[src/rtl/xx6812_pkg.sv]
// Shared timing constants and state encoding for the xx6812 LED protocol.
// The strip encoder and this decoder both take their timing from here.
package xx6812_pkg;

  localparam int BITS_PER_LED   = 24;
  localparam int HIGH_THRESHOLD = 6;
  localparam int MAX_HIGH       = 24;
  localparam int LATCH_CYCLES   = 600;

  localparam int LOW_CNT_W  = 10;
  localparam int HIGH_CNT_W = 5;
  localparam int BIT_CNT_W  = 5;
  localparam int WORD_CNT_W = 8;

  typedef enum logic [1:0] {
    WAIT_LATCH = 2'd0,
    IDLE       = 2'd1,
    HIGH       = 2'd2,
    LOW        = 2'd3
  } dec_state_t;

  // high_count excludes the rise cycle, so a pulse of N clocks arrives here as N-1.
  function automatic logic classify_bit(input logic [HIGH_CNT_W-1:0] high_count);
    return (high_count >= HIGH_CNT_W'(HIGH_THRESHOLD - 1));
  endfunction

endpackage

[src/rtl/decoder_xx6812_sync_edge_detect.sv]
// Two-flop synchronizer plus a delay flop giving a clean level and rise/fall strobes.
// Generic enough to sit in front of a uart_rx as well.
module sync_edge_detect (
  input  logic clk,
  input  logic rst,
  input  logic async_in,
  output logic sync_level,
  output logic rise,
  output logic fall
);

  logic s1_r;
  logic s2_r;
  logic s3_r;

  // Synchronizer chain and edge-detect delay stage.
  always_ff @(posedge clk or posedge rst) begin
    if (rst) begin
      s1_r <= 1'b0;
      s2_r <= 1'b0;
      s3_r <= 1'b0;
    end else begin
      s1_r <= async_in;
      s2_r <= s1_r;
      s3_r <= s2_r;
    end
  end

  assign sync_level = s2_r;
  assign rise       = s2_r & ~s3_r;
  assign fall       = ~s2_r & s3_r;

endmodule

[src/rtl/decoder_xx6812.sv]
// One-wire xx6812 LED stream receiver: pulse-width bit decode, 24-bit GRB words, latch detection.
// Optional daisy-chain output serial_forward is enabled by defining XX6812_DECODER_FORWARD_EN.
module decoder_xx6812
  import xx6812_pkg::*;
(
  input  logic        clock_12mhz,
  input  logic        reset,
  input  logic        serial_data_in,
  output logic [23:0] parallel_data_out,
  output logic        data_valid,
  output logic [7:0]  led_index,
  output logic        frame_done,
  output logic        error
`ifdef XX6812_DECODER_FORWARD_EN
  ,
  output logic        serial_forward
`endif
);

  logic s2_s;
  logic rise_s;
  logic fall_s;

  dec_state_t state_r;
  dec_state_t next_state_s;

  logic [LOW_CNT_W-1:0]    low_count_r;
  logic [HIGH_CNT_W-1:0]   high_count_r;
  logic [BIT_CNT_W-1:0]    bit_count_r;
  logic [WORD_CNT_W-1:0]   word_count_r;
  logic [BITS_PER_LED-1:0] shift_r;

  logic wait_done_s;
  logic stuck_s;
  logic latch_s;
  logic bit_val_s;
  logic word_done_s;

  sync_edge_detect u_sync (
    .clk        (clock_12mhz),
    .rst        (reset),
    .async_in   (serial_data_in),
    .sync_level (s2_s),
    .rise       (rise_s),
    .fall       (fall_s)
  );

  assign wait_done_s = (state_r == WAIT_LATCH) && !s2_s &&
                       (low_count_r == LOW_CNT_W'(LATCH_CYCLES - 1));
  // Error fires on the MAX_HIGH-th high clock: the rise cycle plus MAX_HIGH-1 counted cycles.
  assign stuck_s     = (state_r == HIGH) && s2_s &&
                       (high_count_r == HIGH_CNT_W'(MAX_HIGH - 2));
  assign latch_s     = (state_r == LOW) && !rise_s && !s2_s &&
                       (low_count_r == LOW_CNT_W'(LATCH_CYCLES - 1));
  assign bit_val_s   = classify_bit(high_count_r);
  assign word_done_s = (state_r == HIGH) && fall_s &&
                       (bit_count_r == BIT_CNT_W'(BITS_PER_LED - 1));

  // State register.
  always_ff @(posedge clock_12mhz or posedge reset) begin
    if (reset) begin
      state_r <= WAIT_LATCH;
    end else begin
      state_r <= next_state_s;
    end
  end

  // Next-state decode.
  always_comb begin
    next_state_s = state_r;
    case (state_r)
      WAIT_LATCH: begin
        if (wait_done_s) next_state_s = IDLE;
        else             next_state_s = WAIT_LATCH;
      end
      IDLE: begin
        if (rise_s) next_state_s = HIGH;
        else        next_state_s = IDLE;
      end
      HIGH: begin
        if (stuck_s)     next_state_s = WAIT_LATCH;
        else if (fall_s) next_state_s = LOW;
        else             next_state_s = HIGH;
      end
      LOW: begin
        if (rise_s)       next_state_s = HIGH;
        else if (latch_s) next_state_s = IDLE;
        else              next_state_s = LOW;
      end
      default: next_state_s = WAIT_LATCH;
    endcase
  end

  // Counters, shift register and registered output pulses.
  always_ff @(posedge clock_12mhz or posedge reset) begin
    if (reset) begin
      low_count_r       <= '0;
      high_count_r      <= '0;
      bit_count_r       <= '0;
      word_count_r      <= '0;
      shift_r           <= '0;
      parallel_data_out <= 24'h000000;
      led_index         <= 8'h00;
      data_valid        <= 1'b0;
      frame_done        <= 1'b0;
      error             <= 1'b0;
    end else begin
      data_valid <= 1'b0;
      frame_done <= 1'b0;
      error      <= 1'b0;
      case (state_r)
        WAIT_LATCH: begin
          if (s2_s)              low_count_r <= '0;
          else if (!wait_done_s) low_count_r <= low_count_r + LOW_CNT_W'(1);
          else                   low_count_r <= '0;
        end
        IDLE: begin
          if (rise_s) high_count_r <= '0;
        end
        HIGH: begin
          if (stuck_s) begin
            error        <= 1'b1;
            shift_r      <= '0;
            bit_count_r  <= '0;
            word_count_r <= '0;
            low_count_r  <= '0;
          end else if (fall_s) begin
            low_count_r <= '0;
            if (word_done_s) begin
              parallel_data_out <= {shift_r[BITS_PER_LED-2:0], bit_val_s};
              data_valid        <= 1'b1;
              led_index         <= word_count_r;
              word_count_r      <= word_count_r + WORD_CNT_W'(1);
              bit_count_r       <= '0;
              shift_r           <= '0;
            end else begin
              shift_r     <= {shift_r[BITS_PER_LED-2:0], bit_val_s};
              bit_count_r <= bit_count_r + BIT_CNT_W'(1);
            end
          end else if (s2_s) begin
            high_count_r <= high_count_r + HIGH_CNT_W'(1);
          end
        end
        LOW: begin
          if (rise_s) begin
            high_count_r <= '0;
          end else if (latch_s) begin
            frame_done   <= 1'b1;
            word_count_r <= '0;
            if (bit_count_r != '0) begin
              error       <= 1'b1;
              shift_r     <= '0;
              bit_count_r <= '0;
            end
          end else begin
            low_count_r <= low_count_r + LOW_CNT_W'(1);
          end
        end
        default: begin
          low_count_r <= '0;
        end
      endcase
    end
  end

`ifdef XX6812_DECODER_FORWARD_EN
  logic fwd_en_r;

  // Forward gate opens after the first word of a frame and closes on latch or error.
  always_ff @(posedge clock_12mhz or posedge reset) begin
    if (reset) begin
      fwd_en_r       <= 1'b0;
      serial_forward <= 1'b0;
    end else begin
      if (latch_s || stuck_s) fwd_en_r <= 1'b0;
      else if (word_done_s)   fwd_en_r <= 1'b1;
      serial_forward <= s2_s & fwd_en_r;
    end
  end
`endif

endmodule

[config.mk]
export PLATFORM = sky130hd
export DESIGN_NAME = decoder_xx6812
export DESIGN_NICKNAME = d
export VERILOG_FILES = /design/src/rtl/xx6812_pkg.sv /design/src/rtl/decoder_xx6812_sync_edge_detect.sv /design/src/rtl/decoder_xx6812.sv
export SDC_FILE = /design/constraint.sdc
export NUM_CORES = 1
export LEC_CHECK = 0
export CAP_MARGIN = 40
export CELL_PAD_IN_SITES_DETAIL_PLACEMENT = 0
export CELL_PAD_IN_SITES_GLOBAL_PLACEMENT = 1
export CORE_MARGIN = 1
export CORE_UTILIZATION = 35
export DETAILED_ROUTE_END_ITERATION = 7
export PLACE_DENSITY_LB_ADDON = 0.1
export REMOVE_ABC_BUFFERS = 1
export SKIP_CTS_REPAIR_TIMING = 1
export SLEW_MARGIN = 20
export SYNTH_ARGS = -nofsm -noshare
export SYNTH_HDL_FRONTEND = slang
export SYNTH_SLANG_ARGS = --single-unit
[constraint.sdc]
create_clock -name clock_12mhz -period 3.9 [get_ports clock_12mhz]
set_input_delay 0.78 -clock clock_12mhz [delete_from_list [all_inputs] [get_ports clock_12mhz]]
set_output_delay 0.78 -clock clock_12mhz [all_outputs]
set_load 0.02 [all_outputs]
==> results.md, run 1 <==
- 20.3% — net switching fraction of the power
- 0.35 ns — clock latency on the worst-skew pair
- dfrtp_1 — top cell type by total area after synthesis
- 0 — number of hold violations in the final report
- 5260 um — Post-DP HPWL
- register — critical path capture point type
- 0 — antenna violations before repair
- 0 — number of warnings issued by yosys
- 15.3% — GRT Resource Usage Total
- 13.1 um — routed wirelength normalized by instance count
- 0.765 ns — slew at the pin closest to its max-slew limit
- 4090 um2 — netlist area before placement
- 35.9% — Starting Density
- 0 — number of flops mapped to enable cells by yosys
- 48.6% — Slew HR
- 11400 um2 — CORE AREA
- 2.55 ns — minimum clock period
- 55.6% — share of Yosys cell area claimed by the top area cell type
- yes — CTS tree
- 0 — count of final setup violators
- 44 — number of distinct library cell variants in the gate-level netlist after synthesis
- 14000 um — global-route wire length before repair
- 55.6% — Seq/Total Area, Yosys
- 9 — number of clock buffers inserted by TritonCTS
- 0 ns — sum of negative setup slack
- 20.4% — growth of design area from synthesis to finish
- 391 nW/um2 — PwrDens
- 2 — DRC violation count after routing
- 48.7% — clock group share of total power
- 12100 um2 — die outline area
- 39 — Worst Path Max Fanout
- 0 — total congestion overflow
- 2 — number of buffers on the longest clock path
- 0 — Max Cap Viol
- 6 — DR pass1 iterations
- 1.54 mW — internal cell power
- 4.17 ns — data required time of the critical path
- 4610 um2 — placed standard-cell area
- 0.00601 ns — final setup skew
- 0 — final slew viol count
- 0.06 ns — clock-pin slew reported for the worst setup and hold paths after clock tree synthesis
- DRC — failing checks
- false — RSZ-0062 raised after global routing
- 3 — H-tree Lvls
- 8310 um — total wire length
- reg2reg — Worst Hold Class
- 59 — largest net degree at the start of global routing
- 100% — async set-or-reset flop fraction in the synthesized netlist
- clkbuf_16 — CTS root buf
- 110 um — Die Ht
- 110 um — Die X
- finished with violations — run status
- 91 — number of storage elements in the synthesis netlist
- 0.278 mV — Max VDD drop
- dfrtp_1, nand2_1, o21ai_0, ha_1, nand2b_1 — main area contributors after synthesis
- 497 — total number of nets in the final design
- 392 MHz — maximum clock rate
- register — Startpoint Class
- 9.02 um2 — mean instance size in the synthesized netlist
- 0.775 — RD Place Congestion
- 49.4% — Reg power frac
- 2.20 nW — leakage
- 65.4% — final cycle utilization of the critical path
- 1.9% — Combinational Power Share
- 39 — row count
- nand2_1 — cell with the most instances after synthesis
- dfrtp_1 — prevailing post-synth register cell
- 37 — PortBufs
- reg2reg — worst setup path class
- 0 — Inserted Diodes
- 0 — Antenna Nets Post-Route
- nand2_1, dfrtp_1, o21ai_0 — leading cell types by count after synthesis
- 4930 um2 — post-route cell area
- 0.392 mW — net switching component of the power
- 4.89 — detailed-route vias per instance
- 111 — initial DRC count
- 1182 — fill count
- 6.50% — share of cells above drive strength 1
- 3102 — via count
- 38 — I/O pin count
- 454 — cell count after synthesis
- 91 — number of clock sinks seen by CTS
- 1.32 ns — worst slack at placement
- 43.2% — final core utilization
- 2925 — number of global-route vias before repair
- 2.82 ns — Worst EP arrival
- 1.35 ns — slack of the critical path
[power by group through the flow]
stage	registers, mW	clock network, mW	logic, mW
after floorplan	0.969	0	0.0254
after global placement	0.970	0	0.0397
after detailed placement	0.970	0	0.0397
after CTS	0.952	0.976	0.0398
after global routing	0.953	0.998	0.0444
final	0.952	0.938	0.0372
[cells in the final DEF, fill, tap and decap left out, types with 3 or more instances in the layout]
cell type | Yosys | final
a21oi_1 | 10 | 10
buf_4 | 1 | 4
clkbuf_16 | 0 | 9
clkdlybuf4s50_1 | 0 | 37
dfrtp_1 | 91 | 91
ha_1 | 7 | 7
inv_1 | 14 | 13
nand2_1 | 163 | 163
nand2b_1 | 11 | 11
nand3_1 | 11 | 11
nand4_1 | 5 | 5
nor2_1 | 11 | 11
nor3_1 | 12 | 12
o211ai_1 | 3 | 3
o21ai_0 | 46 | 46
o21ai_1 | 10 | 10
o22ai_1 | 5 | 5
o31ai_1 | 4 | 4
[metrics by stage]
step / total power [mW] / hold WS (ns) / instances
after detailed placement: 1.01 / 0.343 / 619
after floorplan: 0.994 / 0.331 / 434
after CTS: 1.97 / 0.357 / 635
after global routing: 1.99 / 0.368 / 635
final: 1.93 / 0.354 / 635
after global placement: 1.01 / 0.342 / 619
[area by class of cell]
class | instances | area, um2 | area share [%]
multi-input combinational | 328 | 1670 | 34.0
tap | 143 | 179 | 3.63
inverter | 15 | 57.6 | 1.17
timing repair buffer | 42 | 420 | 8.53
clock buffer | 12 | 246 | 5.00
sequential | 91 | 2280 | 46.2
clock inverter | 4 | 73.8 | 1.50
[critical path, stage by stage (launching register included)]
cell and delay [ns]:
dfrtp_1 0.58, nand2b_1 0.29, or4_4 0.80, inv_2 0.13, buf_4 0.38, nand4_1 0.13, o21ai_0 0.15
[cell families after synthesis]
family                   count (synthesis)  share of synthesized area [%]
AND/OR/NAND/NOR                        228                           24.8
AO/OA/AOI/OAI                           93                           13.8
flip-flops                              91                           55.6
buffers and inverters                   35                           3.67
adder cells (fa/ha/maj)                  7                           2.14
[sequential cells by signal (all words and copies together) (netlist names)]
register,cells
parallel_data_out,24
shift_r,23
low_count_r,10
led_index,8
word_count_r,8
bit_count_r,5
high_count_r,5
state_r,2
data_valid,1
error,1
frame_done,1
u_sync.s1_r,1
u_sync.s3_r,1
u_sync.sync_level,1
[final timing paths]
path	start	endpoint	slack [ns]	cells past startpoint
min in group asynchronous	reset	parallel_data_out[5]	0.80	2
min reg2reg	u_sync.s1_r	u_sync.sync_level	0.35	0
max in group asynchronous	reset	parallel_data_out[23]	2.40	3
max	state_r[0]	word_count_r[6]	1.35	6
max reg2reg	state_r[0]	word_count_r[6]	1.35	6
min	u_sync.s1_r	u_sync.sync_level	0.35	0
[per-layer routing]
| metal | track usage, % | vias to the layer above | wire length, um | share of wire [%] |
|---|---|---|---|---|
| met3 | 3.17 | 12 | 228 | 2.7 |
| li1 | - | 1583 | - | - |
| met4 | 8.46 | 0 | 203 | 2.4 |
| met1 | 20.6 | 1467 | 4180 | 50 |
| met2 | 23.0 | 40 | 3700 | 44 |
| met5 | 0 | - | 0 | 0 |
No activity file was read; power rests on OpenSTA's default activity.
==> inputs of run 2 (changes only) <==
clock period = 2.6 ns   (was 3.9 ns; I/O delays follow)
==> results.md, run 2 (synthesis results as in run 1) <==
- 20.7% — routing usage on met1
- 5480 um — Post-DP HPWL
- 14200 um — global-route wire length before repair
- 50.2% — Reg power frac
- 13.0 um — routed wirelength normalized by instance count
- 3 — H-tree Lvls
- 0 — final slew viol count
- low_count_r[3] — Worst Setup EP
- 8.22% — share of cells above drive strength 1
- 2.46 ns — Worst EP arrival
- 2.26 mW — internal cell power
- reg2reg — Worst Hold Class
- 4.88 — detailed-route vias per instance
- 0.787 — RD Place Congestion
- 11400 um2 — CORE AREA
- parallel_data_out — register name with the most flops
- 0.318 mV — Max VDD drop
- 20.6% — net switching fraction of the power
- 0.00678 ns — final setup skew
- 2 — number of buffers on the longest clock path
- DRC — failing checks
- 23.4% — met2 usage in global routing
- 0.35 ns — clock latency on the worst-skew pair
- finished with violations — run status
- 0 — Inserted Diodes
- 24 — number of flip-flops under the largest register name
- 135 — initial DRC count
- 2.85 ns — data required time of the critical path
- 0.39 ns — internal reg-to-reg setup slack
- 2 — DRC violation count after routing
- 22.4% — growth of design area from synthesis to finish
- 2.88% — met3 usage in global routing
- 642 — final std cells w/o fill
- nand2_1, dfrtp_1, o21ai_0, clkdlybuf4s50_1, inv_1 — leading cell types in the layout, fill and taps excluded
- 38 — I/O pin count
- yes — CTS tree
- 504 — total number of nets in the final design
- 110 um — Die Ht
- 0 — count of final setup violators
- 9 — number of clock buffers inserted by TritonCTS
- 0.06 ns — clock-pin slew reported for the worst setup and hold paths after clock tree synthesis
- 8360 um — total wire length
- 2.21 ns — minimum clock period
- 110 um — Die X
- low_count_r[0] — worst setup path startpoint
- 6 — DR pass1 iterations
- 0.588 mW — net switching component of the power
- 0.596 ns — slew at the pin closest to its max-slew limit
- 0.388 ns — worst slack at placement
- 0 — total congestion overflow
- 568 nW/um2 — PwrDens
- 626 — Cells after DPL
- false — RSZ-0062 raised after global routing
- register — Startpoint Class
- register — critical path capture point type
- 9 — Worst Path Max Fanout
- low_count_r[3] — capture point of the worst reg-to-reg path
- 39 — row count
- 0.392 ns — slack of the critical path
- 0 — number of hold violations in the final report
- 60.0% — Slew HR
- 0 — Max Cap Viol
- low_count_r[0] — origin of the critical flop-to-flop path
- 0 — Antenna Nets Post-Route
- 2.25 nW — leakage
- 15.3% — GRT Resource Usage Total
- 12100 um2 — die outline area
- 2.2% — Combinational Power Share
- 0.358 ns — Post-Route Hold Slack
- 47.7% — clock group share of total power
- 91 — number of clock sinks seen by CTS
- met2 — highest-utilization routing layer at the global route stage
- 54 — largest net degree at the start of global routing
- 2947 — number of global-route vias before repair
- 35.9% — Starting Density
- 7 — Reg2Reg Depth
- nand2_1 — most frequent standard cell in the layout excluding fill and tap cells
- 37 — PortBufs
- 0 — antenna violations before repair
- 84.9% — final cycle utilization of the critical path
- clkbuf_16 — CTS root buf
- reg2reg — worst setup path class
- parallel_data_out: 24 flops, shift_r: 23 flops, low_count_r: 10 flops — top flop regs
- 453 MHz — maximum clock rate
- 3135 — via count
[run 2: worst max-delay path: stages, from the launching register on]
cell,delay (ns)
dfrtp_1,0.42
ha_1,0.26
nand2_1,0.21
nor4_2,0.08
buf_4,0.15
nor2_1,0.39
nand2b_1,0.32
o31ai_1,0.29
[run 2: worst min path at each step]
| stage | startpoint | endpoint | slack (ns) | cells after the start |
|---|---|---|---|---|
| 2_1_floorplan | u_sync.s1_r | u_sync.sync_level | 0.33 | 0 |
| 3_3_place_gp | u_sync.s1_r | u_sync.sync_level | 0.34 | 0 |
| 3_5_place_dp | u_sync.s1_r | u_sync.sync_level | 0.34 | 0 |
| 4_1_cts | u_sync.s1_r | u_sync.sync_level | 0.36 | 0 |
| 5_1_grt | u_sync.s1_r | u_sync.sync_level | 0.37 | 0 |
| 6_report | u_sync.s1_r | u_sync.sync_level | 0.36 | 0 |
[run 2: power groups by stage]
stage | registers [mW] | clock network (mW) | logic, mW
finish | 1.43 | 1.36 | 0.0616
global route | 1.43 | 1.46 | 0.0726
CTS | 1.43 | 1.41 | 0.0654
detailed placement | 1.45 | 0 | 0.0655
global placement | 1.45 | 0 | 0.0652
floorplan | 1.45 | 0 | 0.0381
[run 2: per-stage QoR]
step,setup TNS [ns],instance area (um2),utilization [%],total power [mW]
after detailed placement,0,4700,41.1,1.52
after floorplan,-37.77,4000,-,1.49
after global placement,0,4700,41.1,1.52
final,0,5010,43.9,2.85
after CTS,0,5010,43.9,2.90
after global routing,0,5010,43.9,2.96
[run 2: cell type report]
cell class,count,area (um2)
Inverter,15,57.6
Clock buffer,12,267
Multi-Input combinational cell,328,1670
Timing Repair Buffer,49,510
Tap cell,143,179
Clock inverter,4,47.5
Sequential cell,91,2280
Fill cell,1166,6410
[run 2: routing by layer]
layer	vias to the layer above	wire (um)
met3	12	237
met2	43	3800
li1	1599	-
met4	0	184
met1	1481	4130
met5	-	0
==> inputs of run 3 (changes only) <==
clock period = 1.9 ns   (was 2.6 ns; I/O delays follow)
==> results.md, run 3 (synthesis results as in run 1) <==
- complete, no violations — run status
- parallel_data_out: 24 flops, shift_r: 23 flops, low_count_r: 10 flops — top flop regs
- 0.00821 ns — final setup skew
- 39 — row count
- 5050 um2 — placed standard-cell area
- 20.9% — routing usage on met1
- 669 — Cells after DPL
- 0 — Max Cap Viol
- 2.56 nW — leakage
- 0.02 ns — internal reg-to-reg setup slack
- 693 — final std cells w/o fill
- bit_count_r[4] — capture point of the worst reg-to-reg path
- 0 — number of hold violations in the final report
- 4.10 mW — post-route total power
- 15 — Worst Path Max Fanout
- 9 — number of clock buffers inserted by TritonCTS
- clkbuf_16 — CTS root buf
- 0 — Antenna Nets Post-Route
- 0 — antenna violations before repair
- 0.376 mV — Max VDD drop
- 30 — largest net degree at the start of global routing
- 91 — number of clock sinks seen by CTS
- 0 — final slew viol count
- 12.9 um — routed wirelength normalized by instance count
- 0 — Inserted Diodes
- 4 — DR pass1 iterations
- 3 — H-tree Lvls
- 25.5% — met2 usage in global routing
- 555 — total number of nets in the final design
- or3b_4 -> nor4_4 -> a211oi_4 -> buf_12 -> a22oi_1 -> o31ai_2 — cells traversed along the worst timing path
- 49.2% — final core utilization
- 0 — total congestion overflow
- 0 ns — sum of negative setup slack
- 0.347 ns — Post-Route Hold Slack
- nand2_1 — most frequent standard cell in the layout excluding fill and tap cells
- in2async — Worst Hold Class
- 6 — Reg2Reg Depth
- 3198 — number of global-route vias before repair
- met2 — highest-utilization routing layer at the global route stage
- 0.45 ns — crit-path max cell delay
- nand2_1, dfrtp_1, buf_4, clkdlybuf4s50_1, o21ai_1 — leading cell types in the layout, fill and taps excluded
- 6160 um — Post-DP HPWL
- 35.9% — Starting Density
- 0 — count of final setup violators
- 11400 um2 — CORE AREA
- 0.34 ns — clock latency on the worst-skew pair
- yes — CTS tree
- 110 um — Die Ht
- 37 — PortBufs
- 4.83 — detailed-route vias per instance
- 0.783 — RD Place Congestion
- 531 MHz — maximum clock rate
- 1110 — fill count
- 14800 um — global-route wire length before repair
- 5620 um2 — post-route cell area
- 12100 um2 — die outline area
- low_count_r[5] — worst setup path startpoint
- 38 — I/O pin count
- reg2reg — worst setup path class
- 19.5% — share of cells above drive strength 1
- true — RSZ-0062 raised after global routing
- register — Startpoint Class
- -0.0446 ns — worst slack at placement
- 0 — DRC violation count after routing
- 126 — initial DRC count
- 16.0% — GRT Resource Usage Total
- 0.07 ns — clock-pin slew reported for the worst setup and hold paths after clock tree synthesis
- 110 um — Die X
- or3b_4 — slowest stage cell on the critical path
- 24 — number of flip-flops under the largest register name
- 8930 um — total wire length
- 68.3% — Slew HR
- 0.473 ns — slew at the pin closest to its max-slew limit
- low_count_r[5] — origin of the critical flop-to-flop path
- 2.10 ns — Worst EP arrival
- 3.00% — met3 usage in global routing
- 37.2% — growth of design area from synthesis to finish
- parallel_data_out — register name with the most flops
- 2.12 ns — data required time of the critical path
- 99.2% — final cycle utilization of the critical path
- 3346 — via count
- 729 nW/um2 — PwrDens
- 2 — number of buffers on the longest clock path
- 0.0150 ns — slack of the critical path
- 1.88 ns — minimum clock period
- register — critical path capture point type
## run 3: changes by cell type in the layout (fill, tap and decap cells not counted), moves of 3 or more
cell,delta
buf_12,+3
clkbuf_8,-3
buf_4,+43
o21ai_0,-21
o21ai_1,+19
buf_6,+4
## run 3: per-layer routing
| metal | up-vias | share of wire [%] |
|---|---|---|
| li1 | 1706 | - |
| met1 | 1594 | 49 |
| met2 | 41 | 48 |
| met3 | 5 | 2.5 |
| met4 | 0 | 1.0 |
| met5 | - | 0 |
## run 3: layout make-up
cell class	instances	area, um2	area share, %
Sequential cell	91	2280	40.5
Multi-Input combinational cell	328	1800	32.0
Timing Repair Buffer	100	963	17.1
Clock buffer	10	229	4.08
Tap cell	143	179	3.18
Clock inverter	6	111	1.98
Inverter	15	62.6	1.11
## run 3: worst max-delay path, delay by kind of cell (launching register included)
kind | cells | cell delay (ns)
AO/OA/AOI/OAI | 3 | 0.43
buffers and inverters | 1 | 0.17
flip-flops | 1 | 0.40
AND/OR/NAND/NOR | 2 | 0.76
## run 3: how the worst max path moves through the flow
stage / cells after the start / endpoint / slack, ns
2_1_floorplan: 6 / bit_count_r[2] / -1.28
3_3_place_gp: 7 / bit_count_r[3] / -0.01
6_report: 6 / bit_count_r[4] / 0.02
5_1_grt: 6 / bit_count_r[4] / -0.09
3_5_place_dp: 7 / shift_r[0] / -0.04
4_1_cts: 8 / shift_r[12] / -0.06
## run 3: report_power, final
part	total [mW]	switching [mW]	internal, mW
Combinational	0.110	0.0688	0.0411
Sequential	1.95	0.00524	1.95
Clock	2.04	0.748	1.29
Total	4.10	0.822	3.27
